**src/rtl/dram_refresh_sched.sv**
```systemverilog
// Refresh scheduler: interval tick, owed-refresh accounting, and request/recovery FSM.
// Optional macro DRAM_REFRESH_BURST_EN drains owed refreshes back-to-back after recovery.
module dram_refresh_sched #(
  parameter int REFRESH_INTERVAL = 780,
  parameter int MAX_POSTPONE     = 8,
  parameter int TRFC             = 16,
  localparam int PW              = $clog2(MAX_POSTPONE + 1)
) (
  input  logic          clk,
  input  logic          rst_b,
  input  logic          enable,
  input  logic          ctrl_idle,
  input  logic          cmd_ack,
  output logic          refresh_flag,
  output logic          urgent,
  output logic          refresh_done,
  output logic          overflow,
  output logic [PW-1:0] pending,
  output logic [1:0]    dbg_state_o
);

  localparam int CW = $clog2(REFRESH_INTERVAL);
  localparam int RW = (TRFC > 1) ? $clog2(TRFC) : 1;

  localparam logic [CW-1:0] CNT_LOAD = CW'(REFRESH_INTERVAL - 1);
  localparam logic [PW-1:0] MAX_P    = PW'(MAX_POSTPONE);
  localparam logic [RW-1:0] REC_LOAD = (TRFC > 0) ? RW'(TRFC - 1) : '0;

  typedef enum logic [1:0] {
    S_IDLE = 2'd0,
    S_REQ  = 2'd1,
    S_REC  = 2'd2
  } state_t;

  state_t        state_q;
  logic [CW-1:0] cnt_q, cnt_d;
  logic [PW-1:0] pending_q, pending_d;
  logic          ovf_q, ovf_d;
  logic [RW-1:0] rec_q;
  logic          done_q;
  logic          tick;
  logic          ack_acc;
  logic          sat;

  always_comb begin
    tick      = enable && (cnt_q == '0);
    ack_acc   = (state_q == S_REQ) && cmd_ack;
    sat       = (pending_q == MAX_P);
    cnt_d     = cnt_q;
    pending_d = pending_q;
    ovf_d     = ovf_q;
    if (enable) begin
      cnt_d = tick ? CNT_LOAD : cnt_q - 1'b1;
    end
    // A tick and an accepted ack in the same cycle cancel out.
    if (tick && !ack_acc) begin
      if (sat) begin
        ovf_d = 1'b1;
      end else begin
        pending_d = pending_q + 1'b1;
      end
    end else if (ack_acc && !tick) begin
      pending_d = pending_q - 1'b1;
    end
  end

  always_ff @(posedge clk or negedge rst_b) begin
    if (!rst_b) begin
      cnt_q     <= CNT_LOAD;
      pending_q <= '0;
      ovf_q     <= 1'b0;
    end else begin
      cnt_q     <= cnt_d;
      pending_q <= pending_d;
      ovf_q     <= ovf_d;
    end
  end

  always_ff @(posedge clk or negedge rst_b) begin
    if (!rst_b) begin
      state_q <= S_IDLE;
      rec_q   <= '0;
      done_q  <= 1'b0;
    end else begin
      done_q <= 1'b0;
      case (state_q)
        S_IDLE: begin
          if ((pending_q != '0) && (ctrl_idle || sat)) begin
            state_q <= S_REQ;
          end
        end
        S_REQ: begin
          if (cmd_ack) begin
            done_q <= 1'b1;
            if (TRFC == 0) begin
              state_q <= S_IDLE;
            end else begin
              state_q <= S_REC;
              rec_q   <= REC_LOAD;
            end
          end
        end
        S_REC: begin
          if (rec_q == '0) begin
`ifdef DRAM_REFRESH_BURST_EN
            state_q <= (pending_q != '0) ? S_REQ : S_IDLE;
`else
            state_q <= S_IDLE;
`endif
          end else begin
            rec_q <= rec_q - 1'b1;
          end
        end
        default: state_q <= S_IDLE;
      endcase
    end
  end

  assign refresh_flag = (state_q == S_REQ);
  assign urgent       = sat;
  assign refresh_done = done_q;
  assign overflow     = ovf_q;
  assign pending      = pending_q;
  assign dbg_state_o  = state_q;

endmodule

```
**config.mk**
```make
export PLATFORM = sky130hd
export DESIGN_NAME = dram_refresh_sched
export DESIGN_NICKNAME = d
export VERILOG_FILES = /design/src/rtl/dram_refresh_sched.sv
export SDC_FILE = /design/constraint.sdc
export NUM_CORES = 1
export LEC_CHECK = 0
export CORE_AREA = 2 2 62 64
export DETAILED_ROUTE_END_ITERATION = 8
export DIE_AREA = 0 0 64 66
export SYNTH_ARGS = -nofsm -noshare
export SYNTH_HDL_FRONTEND = slang
export SYNTH_SLANG_ARGS = --single-unit
```
**constraint.sdc**
```tcl
create_clock -name clk -period 5.57 [get_ports clk]
set_clock_uncertainty 0.05 [all_clocks]
set_input_delay 0.557 -clock clk [delete_from_list [all_inputs] [get_ports clk]]
set_output_delay 0.557 -clock clk [all_outputs]
set_load 0.01 [all_outputs]
```
==> impl_metrics.ini, run 1 <==
[worst_hold_path]
timing.hold.worst.class = reg2reg

[pwr]
reported_leakage_power_nw = 0.566
power.ir.vdd_worst_mv = 0.314
power.density_cell_area_mw_per_mm2 = 505

[drt]
wire_per_inst_um = 12.0
first_pass_iters = 3
vias = 873
drt-total-wl_mm = 2.16
routed_via_density = 4.88
postRouteAntennaNets = 0
drt_initial_violations = 39
drcViolationCount = 0

[clock_tree]
tritoncts.num_buffers = 3
clock_sink_count = 22
clock_tree.root_cell = sky130_fd_sc_hd__clkbuf_4
ctsLongestPathBuffers = 2
clk_pin_slew_worst_paths_ns = 0.13
cts_max_level = 1
postCtsSetupBuffers = 0
post_cts_resize_count = 0
cts_tree = done
worstSkewPairLatency_ns = 0.32
ctsHoldBuffers = 0

[final_layout]
finish.cell_count_without_fillers = 179
finish.net_count = 143
fin_util = 0.405
post_route_cells_drive_above_1_share = 0.0916
fill_cells = 354
num_antenna_cells = 0
mostFrequentLayoutCells = sky130_fd_sc_hd__dfrtp_1 (17), sky130_fd_sc_hd__nor2_1 (14), sky130_fd_sc_hd__clkdlybuf4s50_1 (14), sky130_fd_sc_hd__nand2_1 (9)
area_delta_synth_final_pct = 20.0
layout_commonest_cell = sky130_fd_sc_hd__dfrtp_1

[timing]
finalHoldWorstSlack_ns = 0.443
fmax_mhz = 328
setup_total_negative_slack_ns = 0
finalMaxSlewViolations = 0
final_hold_viol_count = 0
timing.final.setup_violations = 0
finalCritPeriodShare = 0.548
worstMarginPinSlew_ns = 0.993
grt_setup_unrepaired = false
finalWorstSetupSlack_ns = 2.52
timing.final.crit_period_ns = 3.05
relSlewSlack = 0.336

[grt]
grt_pass1_wl_mm = 3.92
grt-ovfl-total = 0
grt_pass1_vias = 879
largest_net_degree_at_the_start_of_global_routing = 23
gr-usage-all-layers = 0.117
antenna_found_initial = 0

[placed_design]
final_weighted_congestion_in_routability_driven_placement = 0.762
io_buffer_count = 14
placed_cells = 175
post-place-ws_ns = 2.16
detailed_place_hpwl_mm = 1.61

[worst_setup_path]
critical_path_peak_fanout = 13
crit_path_cell_trace = clkdlybuf4s50_1 -> nand4bb_1 -> nor4_4 -> nand2_1 -> ha_1 -> a21oi_1 -> a211oi_1 -> mux2i_1 -> xnor2_1
critPathKind = in2reg
timing.critical_path.to_type = flip-flop
worst_path_max_delay_cell = sky130_fd_sc_hd__clkdlybuf4s50_1
worst_setup_path_start_kind = input pin
data_required_time_at_the_worst_endpoint_ns = 5.74
cpPeakStageDelay_ns = 0.59
worst_ep_arrival_time_ns = 3.22

[yosys]
syn_inst = 115
yosysWarnings = 0
ys_dominant_reg_cell = sky130_fd_sc_hd__dfrtp_1
netlist_area_mm2 = 0.00120
syn_nets = 126
synth.ff_latch_count = 22
asyncSetResetFlopFracSynth = 1.00
post_synthesis_sequential_area_ratio = 0.465
synth_edf_count = 0
post_synth_num_cell_types = 39
synth.avg_cell_area_um2 = 10.4

[job]
cap_viol_max_count = 0

[status]
outcome = complete, no violations

[floorplanning]
placement_rows = 22
core_mm2 = 0.00355
die_y_um = 66
die_width_um = 64
io-pin-count = 15
initial_utilization = 0.338
die-area_mm2 = 0.00422
-- worst max-delay path, delay by kind of cell --
family | cells | cell delay [ns]
AOI/OAI and AO/OA | 2 | 0.33
buffers and inverters | 1 | 0.59
adders and majority gates | 1 | 0.39
xor gates and xnor gates | 1 | 0.16
muxes | 1 | 0.12
and+or+nand+nor | 3 | 1.08
-- routing by layer --
metal,vias up,track usage,share of wire
met2,10,0.201,0.50
met4,0,0.0245,0
met1,422,0.146,0.47
met3,0,0.0324,0.028
met5,-,0,0
li1,441,-,-
-- area by class of cell --
| cell class | instances | area, um^2 | share of cell area |
|---|---|---|---|
| flip-flops and latches | 22 | 557 | 0.387 |
| clock buffers | 3 | 22.5 | 0.0157 |
| well taps | 48 | 60.1 | 0.0417 |
| inverters | 6 | 22.5 | 0.0157 |
| multi-input cells | 85 | 607 | 0.422 |
| clock inverters | 1 | 30.0 | 0.0209 |
| repair buffers | 14 | 140 | 0.0974 |
-- registers in the layout, summed over array words and instances (netlist names) --
register / cells
refresh_done: 1
dbg_state_o: 2
overflow: 1
pending: 4
rec_q: 4
cnt_q: 10
-- path summary, 6_finish.rpt --
path	slack [ns]	startpoint	endpoint	depth (start not counted)
setup reg to reg	2.56	cnt_q[4]	pending[3]	8
max in group asynchronous	4.14	rst_b	pending[0]	1
hold reg to reg	0.44	overflow	overflow	1
min in group asynchronous	0.72	rst_b	cnt_q[7]	1
hold / removal	0.44	overflow	overflow	1
setup / recovery	2.52	enable	pending[3]	9
-- cell families after synthesis --
| group | Yosys count | synth area share |
|---|---|---|
| fa+ha+maj | 6 | 0.0689 |
| flops | 22 | 0.465 |
| compound gates | 19 | 0.110 |
| xor+xnor | 8 | 0.0585 |
| buf+inv | 8 | 0.0292 |
| simple gates | 47 | 0.227 |
| mux | 5 | 0.0428 |
-- cells in the mapped netlist, types with 2 or more instances --
library cell	count	area share
sky130_fd_sc_hd__xor2_1	3	0.022
sky130_fd_sc_hd__mux2i_1	4	0.033
sky130_fd_sc_hd__nor2_1	14	0.044
sky130_fd_sc_hd__dfstp_2	5	0.11
sky130_fd_sc_hd__o21ai_0	4	0.017
sky130_fd_sc_hd__nand4bb_1	2	0.019
sky130_fd_sc_hd__inv_1	6	0.019
sky130_fd_sc_hd__dfrtp_1	17	0.35
sky130_fd_sc_hd__or3_1	2	0.010
sky130_fd_sc_hd__ha_1	5	0.052
sky130_fd_sc_hd__o41ai_1	2	0.015
sky130_fd_sc_hd__o31ai_1	3	0.019
sky130_fd_sc_hd__nor3_1	6	0.025
sky130_fd_sc_hd__nand2_1	9	0.028
sky130_fd_sc_hd__xnor2_1	5	0.037
sky130_fd_sc_hd__nand2b_1	2	0.010
sky130_fd_sc_hd__a21oi_1	3	0.013
sky130_fd_sc_hd__nand3b_1	2	0.013
-- per-stage QoR --
stage,power (W),area (um^2)
2_1_floorplan,0.000498,1200
3_3_place_gp,0.000601,1390
3_5_place_dp,0.000613,1390
4_1_cts,0.000741,1440
5_1_grt,0.000789,1440
6_report,0.000727,1440
-- report_power, final --
group / switching, W / internal (W)
Combinational: 0.000131 / 0.000156
Clock: 0.0000502 / 0.0000728
Sequential: 0.0000820 / 0.000235
Total: 0.000264 / 0.000463
Power figures use the tool's default switching activity.
==> run 2, diff against run 1 <==
- clock period: 5.57 -> 2.9 ns (I/O delays scaled with it)
==> run 2 against run 1 <==
Count of clock-buffer cells in the layout unchanged. Global-route usage up 0.14 points. First-iteration DRC count down 44%. Combinational power up 93%. Non-clock buffer count up 3. Die area unchanged. Cell area up 1.6%. Largest cell class unchanged. Largest power group unchanged.
==> impl_metrics.ini, run 2 (synthesis gave the netlist of run 1 again) <==
[pwr]
proportion_of_power_drawn_by_the_clock_network = 0.168
power_frac_comb = 0.395
power.ir.vdd_worst_mv = 0.454
reported_leakage_power_nw = 0.581
netSwitchingPower_w = 0.000513
total_power_w = 0.00141
switching_share = 0.365
power.sequential.fraction = 0.437
power.density_cell_area_mw_per_mm2 = 962
internal-power_w = 0.000892

[grt]
antenna_found_initial = 0
largest_net_degree_at_the_start_of_global_routing = 22
grt_pass1_vias = 917
grt-ovfl-total = 0
gr-usage-all-layers = 0.118
grt_pass1_wl_mm = 3.94

[drt]
wire_per_inst_um = 12.5
postRouteAntennaNets = 0
vias = 900
drt_initial_violations = 22
first_pass_iters = 4
drt-total-wl_mm = 2.27
routed_via_density = 4.95
drcViolationCount = 0

[worst_setup_path]
worstRegToRegCells = 8
critPathKind = reg2reg
data_required_time_at_the_worst_endpoint_ns = 3.06
worst_r2r_startpoint = cnt_q[4]
rr_endpoint = pending[3]
timing.critical_path.to_type = flip-flop
worst_ep_arrival_time_ns = 2.67
setup.reg_to_reg.worst_slack_ns = 0.39
critical_path_peak_fanout = 6
worst_setup_path_start_kind = flip-flop

[final_layout]
final-seq-area_um2 = 557
max_flop_register = cnt_q
largest_register_ffs = 10
post_route_cells_drive_above_1_share = 0.112
layout_commonest_cell = sky130_fd_sc_hd__dfrtp_1
num_antenna_cells = 0
area_delta_synth_final_pct = 21.9
fin_util = 0.412
finish.net_count = 146
fill_cells = 356
final_area_mm2 = 0.00146
multiInputGateArea_um2 = 607
mostFrequentLayoutCells = sky130_fd_sc_hd__dfrtp_1 (17), sky130_fd_sc_hd__nor2_1 (14), sky130_fd_sc_hd__clkdlybuf4s50_1 (14), sky130_fd_sc_hd__nand2_1 (9)

[timing]
setup_total_negative_slack_ns = 0
finalMaxSlewViolations = 0
finalCritPeriodShare = 0.866
final_hold_viol_count = 0
timing.final.crit_period_ns = 2.51
relSlewSlack = 0.352
grt_setup_unrepaired = false
timing.final.setup_violations = 0
worstMarginPinSlew_ns = 0.969
fmax_mhz = 398

[clock_tree]
cts_tree = done
ctsHoldBuffers = 0
ctsLongestPathBuffers = 2
worstSkewPairLatency_ns = 0.31
clock_sink_count = 22
clock_tree.root_cell = sky130_fd_sc_hd__clkbuf_4
clk_pin_slew_worst_paths_ns = 0.13
tritoncts.num_buffers = 3
cts_max_level = 1
postCtsSetupBuffers = 0
post_cts_resize_count = 0

[placed_design]
detailed_place_hpwl_mm = 1.67
final_weighted_congestion_in_routability_driven_placement = 0.788
io_buffer_count = 14
placed_area_mm2 = 0.00141

[floorplanning]
initial_utilization = 0.338
die_width_um = 64
die_y_um = 66
die-area_mm2 = 0.00422
core_mm2 = 0.00355
placement_rows = 22
io-pin-count = 15

[worst_hold_path]
timing.hold.worst.class = in2async

[job]
cap_viol_max_count = 0

[status]
outcome = complete, no violations
run 2: changes by cell type in the layout (fill, tap and decap cells not counted), sizes merged:
cell and delta:
buf +3
run 2: worst max-delay path by stage:
stage	from	depth (start not counted)	slack, ns	end
after global placement	enable	9	0.48	pending[3]
after CTS	cnt_q[4]	8	0.38	pending[3]
after detailed placement	cnt_q[4]	8	0.41	pending[3]
after floorplan	cnt_q[4]	10	0.32	pending[3]
after global routing	cnt_q[4]	8	0.24	pending[3]
final	cnt_q[4]	8	0.39	pending[3]
run 2: layer usage:
layer,share of wire,global-route usage
met5,0,0
met4,0.011,0.0516
met3,0.037,0.0307
met2,0.49,0.210
met1,0.46,0.133
run 2: metrics by stage:
stage | instances | hold WS [ns] | setup WS [ns]
2_1_floorplan | 115 | -0.0556 | 0.324
3_3_place_gp | 178 | 0.436 | 0.478
3_5_place_dp | 178 | 0.425 | 0.410
4_1_cts | 182 | 0.463 | 0.380
5_1_grt | 182 | 0.484 | 0.240
6_report | 182 | 0.451 | 0.388
run 2: power groups by stage:
stage | Clock [W] | Sequential (W) | Combinational (W)
global placement | 0 | 0.000615 | 0.000542
global route | 0.000257 | 0.000637 | 0.000620
CTS | 0.000246 | 0.000615 | 0.000560
detailed placement | 0 | 0.000621 | 0.000553
finish | 0.000236 | 0.000614 | 0.000554
floorplan | 0 | 0.000603 | 0.000354
run 2: critical path, stage by stage (launching register included):
cell and delay, ns:
sky130_fd_sc_hd__dfrtp_1 0.44, sky130_fd_sc_hd__or3_1 0.49, sky130_fd_sc_hd__nor4_4 0.31, sky130_fd_sc_hd__nand2_1 0.17, sky130_fd_sc_hd__ha_1 0.37, sky130_fd_sc_hd__a21oi_1 0.10, sky130_fd_sc_hd__a211oi_1 0.24, sky130_fd_sc_hd__mux2i_1 0.12
sky130_fd_sc_hd__xnor2_1 0.13
run 2: final cells by class:
type                            count  area share
Clock buffer                        3      0.0154
Clock inverter                      1      0.0205
Inverter                            6      0.0154
Multi-Input combinational cell     85       0.415
Sequential cell                    22       0.381
Tap cell                           48      0.0411
Timing Repair Buffer               17       0.111
==> run 3, diff against run 2 <==
- CAP_MARGIN: not set -> 20
==> run 3 against run 2 <==
Critical path depth did not move. Highest routed layer unchanged. Die area is the same. Largest power group unchanged. Maximum frequency hardly changed. Sequential power is essentially flat. Hold slack worse by 0.29 ns. Setup slack improved by 0.0018 ns. Non-clock buffer count rose by 1. Power is 0.42% higher. Global-route usage unchanged. First-iteration DRC count grew 18%.
==> impl_metrics.ini, run 3 (synthesis gave the netlist of run 1 again) <==
[worst_setup_path]
rr_endpoint = pending[3]
worst-path-stages = 8
timing.critical_path.max_delay_family = simple AND/OR/NAND/NOR gates
setup.reg_to_reg.worst_slack_ns = 0.39
worst_ep_arrival_time_ns = 2.67
worst_setup_path_start_kind = flip-flop
worst_r2r_startpoint = cnt_q[4]
worstSetupStartpoint = cnt_q[4]
cpPeakStageDelay_ns = 0.49
worst-path-buf-inv = 0
critical_path_peak_fanout = 6
data_required_time_at_the_worst_endpoint_ns = 3.06
worst_path_max_delay_cell = sky130_fd_sc_hd__or3_1
crit_path_cell_trace = or3_1 -> nor4_4 -> nand2_1 -> ha_1 -> a21oi_1 -> a211oi_1 -> mux2i_1 -> xnor2_1
critPathKind = reg2reg
worstRegToRegCells = 8
timing.critical_path.to_type = flip-flop

[clock_tree]
ctsLongestPathBuffers = 2
ctsHoldBuffers = 0
worstSkewPairLatency_ns = 0.31
post_cts_resize_count = 0
clock_sink_count = 22
tritoncts.num_buffers = 3
postCtsSetupBuffers = 0
cts_max_level = 1
clock_tree.root_cell = sky130_fd_sc_hd__clkbuf_4
clk_pin_slew_worst_paths_ns = 0.13
cts_tree = done

[floorplanning]
die_y_um = 66
die_width_um = 64
placement_rows = 22
die-area_mm2 = 0.00422
core_mm2 = 0.00355
io-pin-count = 15
initial_utilization = 0.338

[drt]
vias = 906
drt_initial_violations = 26
first_pass_iters = 4
drt-total-wl_mm = 2.27
postRouteAntennaNets = 0
drcViolationCount = 0
wire_per_inst_um = 12.4
routed_via_density = 4.95

[final_layout]
finish.net_count = 147
final_area_mm2 = 0.00149
num_antenna_cells = 0
final-seq-area_um2 = 557
area_delta_synth_final_pct = 24.2
max_flop_register = cnt_q
mostFrequentLayoutCells = sky130_fd_sc_hd__dfrtp_1 (17), sky130_fd_sc_hd__nor2_1 (14), sky130_fd_sc_hd__clkdlybuf4s50_1 (14), sky130_fd_sc_hd__nand2_1 (9)
fin_util = 0.419
multiInputGateArea_um2 = 607
fill_cells = 352
largest_register_ffs = 10
post_route_cells_drive_above_1_share = 0.119
layout_commonest_cell = sky130_fd_sc_hd__dfrtp_1

[grt]
grt_pass1_wl_mm = 3.94
grt_pass1_vias = 917
grt-ovfl-total = 0
largest_net_degree_at_the_start_of_global_routing = 22
antenna_found_initial = 0
gr-usage-all-layers = 0.118

[timing]
relSlewSlack = 0.645
finalHoldWorstSlack_ns = 0.163
timing.final.crit_period_ns = 2.51
finalCritPeriodShare = 0.866
grt_setup_unrepaired = false
setup_total_negative_slack_ns = 0
final_hold_viol_count = 0
worstMarginPinSlew_ns = 0.532
fmax_mhz = 398
timing.final.setup_violations = 0
finalMaxSlewViolations = 0

[job]
cap_viol_max_count = 0

[placed_design]
detailed_place_hpwl_mm = 1.67
placed_area_mm2 = 0.00141
io_buffer_count = 14
final_weighted_congestion_in_routability_driven_placement = 0.788

[pwr]
power.density_cell_area_mw_per_mm2 = 948
power.ir.vdd_worst_mv = 0.455
reported_leakage_power_nw = 0.594

[status]
outcome = complete, no violations

[worst_hold_path]
timing.hold.worst.class = in2async
-- run 3: worst max path at each step --
stage,endpoint
floorplan,pending[3]
global placement,pending[3]
detailed placement,pending[3]
CTS,pending[3]
global route,pending[3]
finish,pending[3]
-- run 3: per-stage QoR --
| stage | power, W | worst slack [ns] | instances |
|---|---|---|---|
| after floorplan | 0.000957 | 0.324 | 115 |
| after global placement | 0.00116 | 0.478 | 178 |
| after detailed placement | 0.00117 | 0.410 | 178 |
| after CTS | 0.00142 | 0.380 | 182 |
| after global routing | 0.00152 | 0.240 | 183 |
| final | 0.00141 | 0.390 | 183 |
-- run 3: layer usage --
layer	share of wire	up-vias	track usage
li1	-	447	-
met1	0.45	437	0.133
met2	0.50	16	0.210
met3	0.036	6	0.0307
met4	0.013	0	0.0516
met5	0	-	0
-- run 3: where the power goes --
part	switching (W)	leakage (nW)	internal, W
logic	0.000255	0.314	0.000305
registers	0.000163	0.252	0.000451
clock network	0.0000967	0.0279	0.000140
total	0.000515	0.594	0.000896
-- run 3: cell type report --
cell class,instances,area share
multi-input cells,85,0.408
repair buffers,18,0.128
inverters,6,0.0151
well taps,48,0.0403
clock inverters,1,0.0202
flip-flops and latches,22,0.374
clock buffers,3,0.0151
